**src/rtl/cpu_types_pkg.sv**
```systemverilog
// cpu_types_pkg: shared CPU/RAM handshake types and the fill-arbiter state encoding
package cpu_types_pkg;
   typedef logic [31:0] word_t;
   typedef enum logic [1:0] {FREE, BUSY, ACCESS, ERROR} ramstate_t;
   typedef enum logic {ARB_IDLE, ARB_FILL} arb_state_t;
endpackage

```
**src/rtl/icache_fill_arbiter_rr_priority.sv**
```systemverilog
// rr_priority: combinational round-robin picker, first set req bit scanning upward from ptr
module rr_priority #(
   parameter int NREQ = 2,
   localparam int PW = $clog2(NREQ)
) (
   input  logic [NREQ-1:0] req,
   input  logic [PW-1:0]   ptr,
   output logic            valid,
   output logic [PW-1:0]   idx
);
   always_comb begin
      valid = 1'b0;
      idx = '0;
      for (int i = NREQ - 1; i >= 0; i--) begin
         if (req[(int'(ptr) + i) % NREQ]) begin
            valid = 1'b1;
            idx = PW'((int'(ptr) + i) % NREQ);
         end
      end
   end
endmodule

```
**src/rtl/icache_fill_arbiter.sv**
```systemverilog
// icache_fill_arbiter: round-robin sharing of one RAM read port between NREQ icache fill requesters
module icache_fill_arbiter
   import cpu_types_pkg::*;
#(
   parameter int NREQ   = 2,
   parameter int ADDR_W = 32,
   parameter int DATA_W = 32
) (
   input  logic                   CLK,
   input  logic                   RST,
   input  logic [NREQ-1:0]        iREN,
   input  logic [NREQ*ADDR_W-1:0] iaddr,
   output logic [NREQ-1:0]        iwait,
   output logic [NREQ*DATA_W-1:0] iload,
   output logic                   ramREN,
   output logic [ADDR_W-1:0]      ramaddr,
   input  logic [DATA_W-1:0]      ramload,
   input  ramstate_t              ramstate
);
   localparam int PW = $clog2(NREQ);
   arb_state_t state_q, state_d;
   logic [PW-1:0] rr_ptr_q, rr_ptr_d, grant_q, grant_d, pick;
   logic [ADDR_W-1:0] addr_q, addr_d;
   logic pick_valid, done;
   rr_priority #(.NREQ(NREQ)) u_pick (.req(iREN), .ptr(rr_ptr_q), .valid(pick_valid), .idx(pick));
   // a dropped request kills the fill even if ACCESS arrives in the same cycle
   assign done = (state_q == ARB_FILL) && iREN[grant_q] && (ramstate == ACCESS);
   always_comb begin
      state_d = state_q;
      rr_ptr_d = rr_ptr_q;
      grant_d = grant_q;
      addr_d = addr_q;
      if (state_q == ARB_IDLE) begin
         if (pick_valid) begin
            state_d = ARB_FILL;
            grant_d = pick;
            addr_d = iaddr[pick*ADDR_W +: ADDR_W];
         end
      end else if (!iREN[grant_q]) begin
         state_d = ARB_IDLE;
      end else if (done) begin
         state_d = ARB_IDLE;
         rr_ptr_d = (grant_q == PW'(NREQ - 1)) ? '0 : grant_q + 1'b1;
      end
   end
   always_ff @(posedge CLK or posedge RST) begin
      if (RST) begin
         state_q <= ARB_IDLE;
         rr_ptr_q <= '0;
         grant_q <= '0;
         addr_q <= '0;
      end else begin
         state_q <= state_d;
         rr_ptr_q <= rr_ptr_d;
         grant_q <= grant_d;
         addr_q <= addr_d;
      end
   end
   always_comb begin
      ramREN = (state_q == ARB_FILL);
      ramaddr = ramREN ? addr_q : '0;
      iwait = '1;
      iload = '0;
      iwait[grant_q] = ~done;
      iload[grant_q*DATA_W +: DATA_W] = done ? ramload : '0;
   end
   a_addr_stable: assert property (@(posedge CLK) disable iff (RST)
      (state_q == ARB_FILL && iREN[grant_q]) |-> (iaddr[grant_q*ADDR_W +: ADDR_W] == addr_q));
endmodule

```
**config.mk**
```make
export PLATFORM = sky130hd
export DESIGN_NAME = icache_fill_arbiter
export DESIGN_NICKNAME = d
export VERILOG_FILES = /design/src/rtl/cpu_types_pkg.sv /design/src/rtl/icache_fill_arbiter_rr_priority.sv /design/src/rtl/icache_fill_arbiter.sv
export SDC_FILE = /design/constraint.sdc
export NUM_CORES = 1
export LEC_CHECK = 0
export CORE_UTILIZATION = 30
export CTS_CLUSTER_SIZE = 40
export DETAILED_ROUTE_END_ITERATION = 16
export GPL_ROUTABILITY_DRIVEN = 0
export PLACE_DENSITY = 0.86
export REMOVE_ABC_BUFFERS = 1
export SLEW_MARGIN = 20
export SYNTH_ARGS = -nofsm -noshare
export SYNTH_HDL_FRONTEND = slang
export SYNTH_SLANG_ARGS = --single-unit
```
**constraint.sdc**
```tcl
create_clock -name CLK -period 1.25 [get_ports CLK]
set_clock_uncertainty 0.1 [all_clocks]
set_input_delay 0.25 -clock CLK [delete_from_list [all_inputs] [get_ports CLK]]
set_output_delay 0.25 -clock CLK [all_outputs]
set_load 0.1 [all_outputs]
```
---- Yosys cells after proc, flatten, opt, wreduce, memory -nomap -nowiden ----
Cells that the tools add are included.
storage, ports and cells
  output and inout bits ................... 99
  memories kept ........................... 0
  bits in registers ....................... 35
  bits in latches ......................... 0
  input port bits ......................... 102
  ROM bits ................................ 0
  word-level logic and storage cells ...... 46
  bits in writable memories ............... 0
cells by class
  eq/ne operators ......................... 1
  multiplexer cells ....................... 20
  bitwise gates (word level) .............. 6
  multipliers ............................. 0
  add/sub/neg operators ................... 3
  order comparisons ....................... 4
  shifts and indexed selects .............. 3
  div/mod/pow operators ................... 0
  reduce and logical (&&, ||, !) cells .... 5
operators by type and width
  kind                                                      number
  bitwise AND 64 bit                                        1
  2-to-1 mux 32 bit                                         2
  variable shift 32 x 34 -> 64 bit, first input constant    1
  indexed part select 32 x 34 -> 64 bit                     1
  indexed part select 64 x 7 -> 32 bit                      1
  negator 6 -> 34 bit                                       1
  2-to-1 mux 1 bit                                          17
  < comparator 1 x 2 -> 1 bit, second input constant        2
  logical AND 1 bit                                         3
  < comparator 2 x 3 -> 1 bit, second input constant        1
  AND reduction 3 bit                                       1
  adder 1 bit, second input constant                        2
  equality test 2 bit, second input constant                1
  NOT 1 bit                                                 2
  NOT 2 bit                                                 1
  OR 2 bit                                                  1
  AND reduction 2 bit                                       1
  bitwise AND 1 bit, first input constant                   1
  demux 1 bit (select 1 bit)                                1
  greater-or-equal comparator 1 bit, second input constant  1

---- Depth between registers and ports, before layout ----
Gate-level depths: netlist of run 1.
  word-level depth ........................ 9
  depth in mapped cells ................... 6
  depth with buffers taken out ............ 3

---- By module ----
From an unflattened synthesis of run 1, not the netlist that was laid out.
second synthesis, totals
  cells, all modules ...................... 269
  area total of the unflattened synthesis .. 2610.0 sq um
modules (own cells, without submodules)
  module               times used  cells each  area each (sq um)  seq. area each (sq um)
  icache_fill_arbiter  1           266         2592.5             875.8
  rr_priority          1           3           17.5               0.0

---- Least setup slack after synthesis of run 1 ----
Ideal clock, no wire load.
  kind .................................... register to output
  start point ............................. register state_q, in the netlist ramREN
  end point ............................... output iload[54]
  stages on the path, launching flop included .. 5
  data arrival time ....................... 2.297 ns
  data required time ...................... 0.900 ns
  slack ................................... -1.397 ns
  buffers on the path ..................... 1
  cell sequence ........................... dfrtp_1 -> nand4b_1 -> nor2_2 -> clkbuf_2 -> and2_1
on the way
  word-level cells in the longest chain between the ends .. 5
ends and longest elaborated chain
  what                                   RTL line                   source
  start: declaration                     icache_fill_arbiter.sv:21  arb_state_t state_q, state_d;
  start signal: assignment               icache_fill_arbiter.sv:53  state_q <= state_d;
  logical AND 1 bit (2 in a row)         icache_fill_arbiter.sv:27  assign done = (state_q == ARB_FILL) && iREN[grant_q] && (ramstate == ACCESS);
  2-to-1 mux 32 bit                      icache_fill_arbiter.sv:65  iload[grant_q*DATA_W +: DATA_W] = done ? ramload : '0;
  indexed part select 32 x 34 -> 64 bit  icache_fill_arbiter.sv:65
  bitwise AND 64 bit (no line)           -
  end: declaration                       icache_fill_arbiter.sv:14  output logic [NREQ*DATA_W-1:0] iload,
No other way between the ends.

---- Worst setup path after layout of run 1 ----
  start point ............................. input iREN[1]
  end point ............................... register addr_q[11]
on the way
  word-level cells in the longest chain between the ends .. 6
  elaborated cells on any way between the ends .. 11
  those cells by class .................... shift (1); mux (9); reduce/logical (1)
ends and longest elaborated chain
  what                                                                                RTL line                               source
  start: declaration                                                                  icache_fill_arbiter.sv:11              input logic [NREQ-1:0] iREN,
  2-to-1 mux 1 bit (implied by the code) (3 in a row)                                 icache_fill_arbiter_rr_priority.sv:15  if (req[(int'(ptr) + i) % NREQ]) begin
  2-to-1 mux 1 bit (2 in a row)                                                       icache_fill_arbiter_rr_priority.sv:15
  indexed part select 64 x 7 -> 32 bit / AND reduction 2 bit (equally long branches)  -
  end signal: assignment                                                              icache_fill_arbiter.sv:56              addr_q <= addr_d;
  end: declaration                                                                    icache_fill_arbiter.sv:23              logic [ADDR_W-1:0] addr_q, addr_d;
Several ways; a longest one is shown, not always the timed one. The select of a mux whose other input is x is not followed.
A chain may end at the register's enable or synchronous reset.

==> results of run 1 <==
[flip-flops by register name, summed over array words and instances (netlist names)]
| name | flops |
|---|---|
| addr_q | 32 |
| grant_q | 1 |
| ramREN | 1 |
| rr_ptr_q | 1 |
[logic make-up after synthesis]
group,count (synthesis),share of synthesized area (%)
DFF,35,36.18
and+or+nand+nor,135,31.84
buffers and inverters,35,8.010
AOI/OAI and AO/OA,104,23.98
[path summary, 6_finish.rpt]
kind,from,endpoint,depth (start not counted)
setup / recovery,iREN[1],addr_q[11],5
hold / removal,RST,addr_q[10],3
setup reg to reg,ramREN,addr_q[11],6
hold reg to reg,addr_q[27],addr_q[27],2
max in group asynchronous,RST,ramREN,3
min in group CLK,iaddr[31],addr_q[31],3
[Yosys cell counts, types with 3 or more instances]
| cell type | n |
|---|---|
| a21oi_1 | 33 |
| a31oi_1 | 33 |
| and2_1 | 96 |
| buf_2 | 6 |
| buf_4 | 7 |
| buf_6 | 3 |
| clkbuf_1 | 9 |
| clkbuf_2 | 5 |
| dfrtp_1 | 35 |
| inv_1 | 4 |
| nor2_1 | 33 |
| o21ai_0 | 21 |
| o21ai_1 | 13 |
[routing by layer]
metal  vias to the layer above  wire (um)  global-route usage, %
met5                         -          0                      0
met4                         0       1161                  22.53
met3                       104       1811                  11.94
met2                       344       8354                  66.67
met1                      1849       5973                  45.21
li1                       1503          -                      -
[timing repair]
action                     CTS  global route
hold buffers                 0             0
hold endpoints to repair     0             0
gates cloned                11             1
pin swaps                   46            22
resized for setup          144            14
setup endpoints to repair  134           134
buffers inserted            11             3
[area by class of cell]
class,instances,area (um2),area share (%)
inverter,5,21.27,0.3264
clock buffer,5,68.82,1.056
clock inverter,3,43.79,0.6720
multi-input combinational,243,1817,27.88
sequential,35,877.1,13.46
timing repair buffer,241,3558,54.61
tap,102,127.6,1.959
antenna,1,2.502,0.03840
[tightest hold or removal path, cell delays in order]
cell and delay, ns:
clkdlybuf4s50_1 0.41, inv_1 0.12, buf_12 0.21
[metrics by stage]
step / power, mW / utilization [%] / cells / setup slack [ns]
finish: 13.88 / 83.89 / 635 / -0.8311
global route: 14.19 / 83.89 / 635 / -0.8544
CTS: 13.39 / 83.15 / 633 / -0.7427
detailed placement: 11.06 / 72.02 / 603 / -0.9380
global placement: 10.84 / 72.02 / 603 / -0.8539
floorplan: 7.277 / - / 279 / -1.968
[power by group through the flow]
stage | Combinational [mW] | Clock, mW | Sequential (mW)
floorplan | 5.30 | 0 | 1.97
global placement | 8.94 | 0 | 1.90
detailed placement | 9.10 | 0 | 1.95
CTS | 10.4 | 1.05 | 1.97
global route | 11.0 | 1.09 | 2.10
finish | 10.8 | 1.05 | 2.06
==> metrics.txt, run 1 <==
outcome complete, but fails checks; failing checks setup timing; IO buf count 200; Least-Margin Pin Slew 0.5850 ns; slowest stage cell on the critical path buf_4; final setup margin -0.8311 ns; Gate Count Post-Synth 309; post-route cell area 6516 um2; layout cell share with drive strength beyond 1 51.32%; Synth Flop Type dfrtp_1; via total after detailed routing 3800; Seq/Total Area, Yosys 36.18%; Layout Nets 633; area fraction of the dominant cell type after synthesis 36.18%; Ys Warns 0; placed inst area 5594 um2; WL/cell 27.25 um; Vias per Instance 5.984; top post-synthesis cells by area dfrtp_1 (36%), and2_1 (25%), a31oi_1 (8.5%), a21oi_1 (6.8%), nor2_1 (5.1%); Max transition margin 60.94%; Clock Root Buffer clkbuf_8; Critical Path RT 1.29 ns; Post-synth EDFFs 0; Cell variety after synth 24; core area 7767 um2; Final Hold Viols 0; Seq pwr share 14.8%; CP peak stage delay 0.52 ns; cell row count 32; maximum VDD drop 2.193 mV; largest net degree at the start of global routing 37; Layout area overhead 169.1%; clk buf depth 2; CP startpoint kind primary input; crit-path max FO 36; post-route antenna net violation count 0; Initial Util 31.17%; CTS HTree Levels 2; flop2flop setup slack -0.77 ns; Mapped Avg Cell Area 7.835 um2; accumulated negative setup slack -83.69 ns; clk_lat worst skew 0.29 ns; TritonRoute pass-1 iters 4; family with the most delay on the worst path buffers and inverters; commonest non-fill, non-tap cell in the layout buf_12; CP endpoint kind register; hold_ws 0.2151 ns; Internal 6.498 mW; pwr dens 2130 nW/um2; Leakage Power 2.698 nW; post-synthesis cell area 2421 um2; WL final 17.30 mm; unrepaired setup endpoints after global routing yes; buffer and inverter count on the worst path 3; asr flop ratio synth 100.0%; Period minus WS final 2.081 ns; leading area contributor after synthesis dfrtp_1; DR iter-0 viols 344; max cap viols 0; switching share of power 53.19%; most frequent cells in the layout buf_12 (108), clkdlybuf4s50_1 (97), and2_4 (96); Clock power frac 7.6%; total CTS buffers 5; fin crit share 166.5%; Final HPWL DP 9.318 mm; number of synthesized register bits 35; max-slew violation count 0; die width 91.84 um; fillers 335; die footprint 8434 um2; vias in the first global route 3877; Setup-failing EPs final 134; die height 91.84 um; I/O pins 201; Psw 7.382 mW; crit-path cells dlygate4sd2_1, buf_4, inv_2, o21ai_0, a21oi_1; total track usage 39.85%; worst setup path category in2reg; initial antenna violation count 1; first-pass GRT wire length 24.91 mm; CTS sink count 35; worst path arrival time 2.12 ns; fmax 480.5 MHz; min-delay worst type in2async; DR DRC count 0; Reg clk slew, reported paths 0.09 ns; grt ovf 0; CTS tree yes; combinational share of power 77.6%
(Power assumes the default switching activity.)
==> run 2, diff against run 1 <==
--- a/config.mk
+++ b/config.mk
@@ -5,12 +5,14 @@
 export SDC_FILE = /design/constraint.sdc
 export NUM_CORES = 1
 export LEC_CHECK = 0
+export CORE_ASPECT_RATIO = 1.75
 export CORE_UTILIZATION = 30
 export CTS_CLUSTER_SIZE = 40
 export DETAILED_ROUTE_END_ITERATION = 16
 export GPL_ROUTABILITY_DRIVEN = 0
 export PLACE_DENSITY = 0.86
 export REMOVE_ABC_BUFFERS = 1
+export SKIP_CTS_REPAIR_TIMING = 1
 export SLEW_MARGIN = 20
 export SYNTH_ARGS = -nofsm -noshare
 export SYNTH_HDL_FRONTEND = slang
==> run 2 against run 1 <==
Effect of this change: the flow still finishes with violations (setup timing); worst hold slack improved by 0.011 ns; non-clock buffer count down 5; global-route usage shrank 15 points; combinational power about the same; final area is 1.3% higher; core utilization is 0.16 points higher; die area up 0.17%; register-to-register slack better by 0.32 ns; sequential power down 2%; maximum frequency grew 2.8%.
==> metrics.txt, run 2 (synthesis gave the netlist of run 1 again) <==
DR iter-0 viols 201 (-42%); CP startpoint kind register; WL final 13.85 mm (-20%); grt ovf 0 (unchanged); unrepaired setup endpoints after global routing yes; total CTS buffers 5 (unchanged); total track usage 25.21% (-15 points); die height 120.8 um (+32%); worst path arrival time 1.67 ns (-0.45 ns); I/O pins 201 (unchanged); most frequent CP cell buf_12; Leakage Power 2.690 nW (-0.30%); Power, Total 13.84 mW (-0.28%); fmax 493.9 MHz (+2.8%); initial antenna violation count 0 (-1); WL/cell 22.48 um (-17%); min-delay worst type in2async; pwr dens 2096 nW/um2 (-1.6%); CTS sink count 35 (unchanged); CTS tree yes; Max transition margin 48.39% (-13 points); failing checks setup timing; largest net degree at the start of global routing 37 (unchanged); TritonRoute pass-1 iters 4 (unchanged); Initial Util 30.82% (-0.35 points); clk buf depth 2 (unchanged); max cap viols 0 (unchanged); crit-path cells nand4b_1, nor2_4, buf_12, clkbuf_16, and2_1, buf_12; flop2flop setup slack -0.45 ns (+0.32 ns); fin crit share 162.0% (-4.5 points); CP peak stage delay 0.39 ns (-0.13 ns); Final HPWL DP 8.670 mm (-6.9%); largest reg by FF count addr_q; CP endpoint kind primary output; cell row count 43 (+34%); die width 69.91 um (-24%); Period minus WS final 2.025 ns (-0.05641 ns); layout cell share with drive strength beyond 1 52.28% (+0.97 points); Setup-failing EPs final 132 (-1.5%); first-pass GRT wire length 16.42 mm (-34%); most frequent cells in the layout buf_12 (104), clkdlybuf4s50_1 (97), and2_4 (88); maximum VDD drop 2.211 mV (+0.83%); worst setup path category reg2out; Final Hold Viols 0 (unchanged); core area 7855 um2 (+1.1%); IO buf count 200 (unchanged); post-route antenna net violation count 0 (unchanged); outcome complete, but fails checks; die footprint 8448 um2 (+0.17%); fillers 398 (+19%); Clock Root Buffer clkbuf_16; Reg clk slew, reported paths 0.06 ns (-0.03 ns); Cells after DPL 590 (-2.2%); Vias per Instance 5.558 (-7.1%); DR DRC count 0 (unchanged); max-slew violation count 0 (unchanged); antenna cells 0 (-1); commonest non-fill, non-tap cell in the layout buf_12; Least-Margin Pin Slew 0.7741 ns (+0.1891 ns); final setup margin -0.7747 ns (+0.05641 ns); Critical Path RT 0.90 ns (-0.39 ns); slowest stage cell on the critical path dfrtp_2; clk_lat worst skew 0.28 ns (about the same); crit-path max FO 5 (-86%); max FFs per register 32 (unchanged); CTS HTree Levels 2 (unchanged); Layout Nets 627 (-0.95%); vias in the first global route 3088 (-20%); Post-Layout Cell Count 616 (-3.0%); Layout area overhead 172.7%; via total after detailed routing 3424 (-9.9%)
==> run 2: critical path, delay by kind of cell, from the launching register on <==
kind                   cells  cell delay, ns
and+or+nand+nor            3            0.54
buffers and inverters      3            0.46
DFF                        1            0.39
==> run 2: final cells by class <==
type	count	area [um2]	area share [%]
Sequential cell	35	877.1	13.28
Clock buffer	8	156.4	2.369
Inverter	5	21.27	0.3222
Tap cell	90	112.6	1.706
Multi-Input combinational cell	242	1953	29.58
Timing Repair Buffer	236	3482	52.74
==> run 2: metrics by stage <==
stage          area (um2)  TNS (ns)  setup slack, ns  hold slack [ns]  util (%)
3_3_place_gp         5559    -81.47          -0.8809           0.3963     70.77
4_1_cts              5715    -87.20          -0.9828           0.2324     72.76
3_5_place_dp         5559    -86.95          -0.9829           0.4075     70.77
6_report             6603    -75.11          -0.7747           0.2261     84.06
5_1_grt              6603    -78.85          -0.8288           0.2715     84.06
2_1_floorplan        2246   -196.12           -1.968           0.2825         -
==> run 2: final timing paths <==
check                            startpoint    endpoint  depth (start not counted)
min in group CLK                ramstate[0]    rr_ptr_q                          4
worst min register to register   addr_q[26]  addr_q[26]                          2
worst max register to register       ramREN  addr_q[23]                          6
worst min-delay path                    RST   addr_q[3]                          3
max in group asynchronous               RST   addr_q[9]                          3
worst max-delay path                 ramREN   iload[48]                          6
==> run 2: routing by layer <==
| metal | vias up | GRT usage [%] | wire (um) |
|---|---|---|---|
| met5 | - | 0 | 0 |
| met1 | 1632 | 25.11 | 4412 |
| met4 | 0 | 9.125 | 687 |
| li1 | 1495 | - | - |
| met2 | 245 | 46.57 | 7554 |
| met3 | 52 | 9.667 | 1195 |
==> run 2: power breakdown <==
part	leakage (nW)	internal (mW)	switching (mW)	total, mW
sequential	0.393	1.67	0.342	2.01
clock	0.0772	0.849	0.463	1.31
combinational	2.22	4.11	6.41	10.5
==> run 3, diff against run 2 <==
--- a/config.mk
+++ b/config.mk
@@ -6,10 +6,12 @@
 export NUM_CORES = 1
 export LEC_CHECK = 0
 export CORE_ASPECT_RATIO = 1.75
+export CORE_MARGIN = 1.5
 export CORE_UTILIZATION = 30
 export CTS_CLUSTER_SIZE = 40
 export DETAILED_ROUTE_END_ITERATION = 16
 export GPL_ROUTABILITY_DRIVEN = 0
+export MAX_ROUTING_LAYER = met4
 export PLACE_DENSITY = 0.86
 export REMOVE_ABC_BUFFERS = 1
 export SKIP_CTS_REPAIR_TIMING = 1
==> run 3 against run 2 <==
Effect of this change: the flow still finishes with violations (setup timing); largest power group unchanged; via count decreased by 0.55%; clock-buffer cell count decreased by 3; critical endpoint is now iload[40]; power decreased by 2.6%; final area decreased by 2.3%; highest routed layer unchanged; maximum frequency increased by 0.25%; combinational power about the same; clock power decreased by 8%; die area increased by 2.3%; flip-flop and latch count unchanged.
==> metrics.txt, run 3 (synthesis gave the netlist of run 1 again) <==
IO buf count 200 (unchanged); DR iter-0 viols 203 (+1.0%); CTS sink count 35 (unchanged); unrepaired setup endpoints after global routing yes; CTS tree yes; layout cell share with drive strength beyond 1 49.71% (-2.6 points); fillers 382 (-4.0%); max-slew violation count 0 (unchanged); max cap viols 0 (unchanged); accumulated negative setup slack -72.44 ns (+2.669 ns); die footprint 8640 um2 (+2.3%); first-pass GRT wire length 16.22 mm (-1.2%); Internal 6.429 mW (-2.9%); initial antenna violation count 1 (+1); outcome complete, but fails checks; Final Hold Viols 0 (unchanged); FF-to-FF Start ramREN; Multi-input gate area 1780 um2 (-8.8%); Final HPWL DP 8.577 mm (-1.1%); Period minus WS final 2.020 ns (-0.004986 ns); fmax 495.1 MHz (+0.25%); Seq pwr share 14.8% (+0.3 points); post-route antenna net violation count 0 (unchanged); Critical Path RT 0.90 ns (about the same); grt ovf 0 (unchanged); largest reg by FF count addr_q; largest net degree at the start of global routing 37 (unchanged); Power, Total 13.48 mW (-2.6%); via total after detailed routing 3405 (-0.55%); Reg clk slew, reported paths 0.06 ns (about the same); register area 877.1 um2 (unchanged); die height 121.8 um (+0.83%); CP startpoint kind register; dpl ws -0.9957 ns (-0.01286 ns); placed inst area 5544 um2 (-0.27%); crit-path max FO 8 (+3); vias in the first global route 3200 (+3.6%); Layout Nets 626 (-0.16%); clk buf depth 2 (unchanged); total CTS buffers 5 (unchanged); post-route cell area 6451 um2 (-2.3%); final setup margin -0.7697 ns (+0.004986 ns); total track usage 24.83% (-0.38 points); fin crit share 161.6% (-0.40 points); TritonRoute pass-1 iters 4 (unchanged); core area 7855 um2 (unchanged); Layout area overhead 166.5%; Psw 7.049 mW (-2.3%); DR DRC count 0 (unchanged); maximum VDD drop 1.688 mV (-24%); Max transition margin 62.70% (+14 points); Clock power frac 8.9% (-0.6 points); most frequent cells in the layout buf_12 (106), clkdlybuf4s50_1 (97), and2_4 (91); Leakage Power 2.687 nW (about the same); CP endpoint kind primary output; Vias per Instance 5.528 (-0.55%); Cells after DPL 588 (-0.34%); combinational share of power 76.2% (+0.2 points); Initial Util 30.82% (unchanged); worst path arrival time 1.67 ns (about the same); WL/cell 21.92 um (-2.5%); Setup-failing EPs final 133 (+0.76%); worst reg-to-reg path cell count 6 (unchanged); max FFs per register 32 (unchanged); worst setup path category reg2out; WL final 13.50 mm (-2.5%); commonest non-fill, non-tap cell in the layout buf_12; Worst Setup SP ramREN; die width 70.91 um (+1.4%); I/O pins 201 (unchanged); Post-Layout Cell Count 616 (unchanged); pwr dens 2089 nW/um2 (-0.33%); cell row count 43 (unchanged); CTS HTree Levels 2 (unchanged); switching share of power 52.30% (+0.16 points); clk_lat worst skew 0.28 ns (about the same); failing checks setup timing; Clock Root Buffer clkbuf_16; Least-Margin Pin Slew 0.5595 ns (-0.2146 ns); min-delay worst type in2async
[run 3: cell count changes in the layout (fill, tap and decap cells not counted), moves of 2 or more]
cell | previous run | this run
clkinv_2 | 0 | 3
a21oi_1 | 22 | 31
a31oi_4 | 17 | 6
clkbuf_8 | 2 | 0
buf_12 | 104 | 106
buf_4 | 17 | 13
a21oi_2 | 11 | 2
a31oi_2 | 5 | 7
a31oi_1 | 11 | 20
and2_1 | 8 | 5
and2_4 | 88 | 91
[run 3: final cells by class]
class | count | area share, %
repair buffers | 235 | 54.52
multi-input cells | 242 | 27.60
flip-flops and latches | 35 | 13.60
clock buffers | 5 | 1.939
well taps | 90 | 1.746
inverters | 5 | 0.3297
clock inverters | 3 | 0.2327
diodes | 1 | 0.03879
[run 3: power by group through the flow]
stage / logic (mW) / registers, mW / clock network [mW]
4_1_cts: 9.04 / 1.93 / 1.22
2_1_floorplan: 5.30 / 1.97 / 0
3_5_place_dp: 9.01 / 1.95 / 0
6_report: 10.3 / 2.00 / 1.20
5_1_grt: 10.5 / 2.05 / 1.29
3_3_place_gp: 8.86 / 1.91 / 0
[run 3: critical path: stages (launching register included)]
cell and delay (ns):
dfrtp_2 0.41, nand4b_1 0.19, nor2_4 0.18, buf_12 0.14, clkbuf_16 0.15, and2_4 0.15, buf_12 0.17
[run 3: worst paths after layout]
check / endpoint / slack (ns)
min: addr_q[10] / 0.24
min in group CLK: rr_ptr_q / 0.37
min reg2reg: addr_q[3] / 0.42
max in group asynchronous: ramREN / 0.59
max: iload[40] / -0.77
max reg2reg: addr_q[10] / -0.51
[run 3: per-stage QoR]
stage	util [%]	hold slack, ns
2_1_floorplan	-	0.2825
3_3_place_gp	70.58	0.3983
3_5_place_dp	70.58	0.4098
4_1_cts	72.36	0.2456
5_1_grt	82.13	0.2754
6_report	82.13	0.2428
[run 3: routing by layer]
| layer | routed length [um] | GRT usage, % |
|---|---|---|
| met4 | 651 | 10.26 |
| met3 | 1217 | 9.429 |
| met2 | 7434 | 45.39 |
| met1 | 4199 | 22.64 |
| met5 | 0 | - |
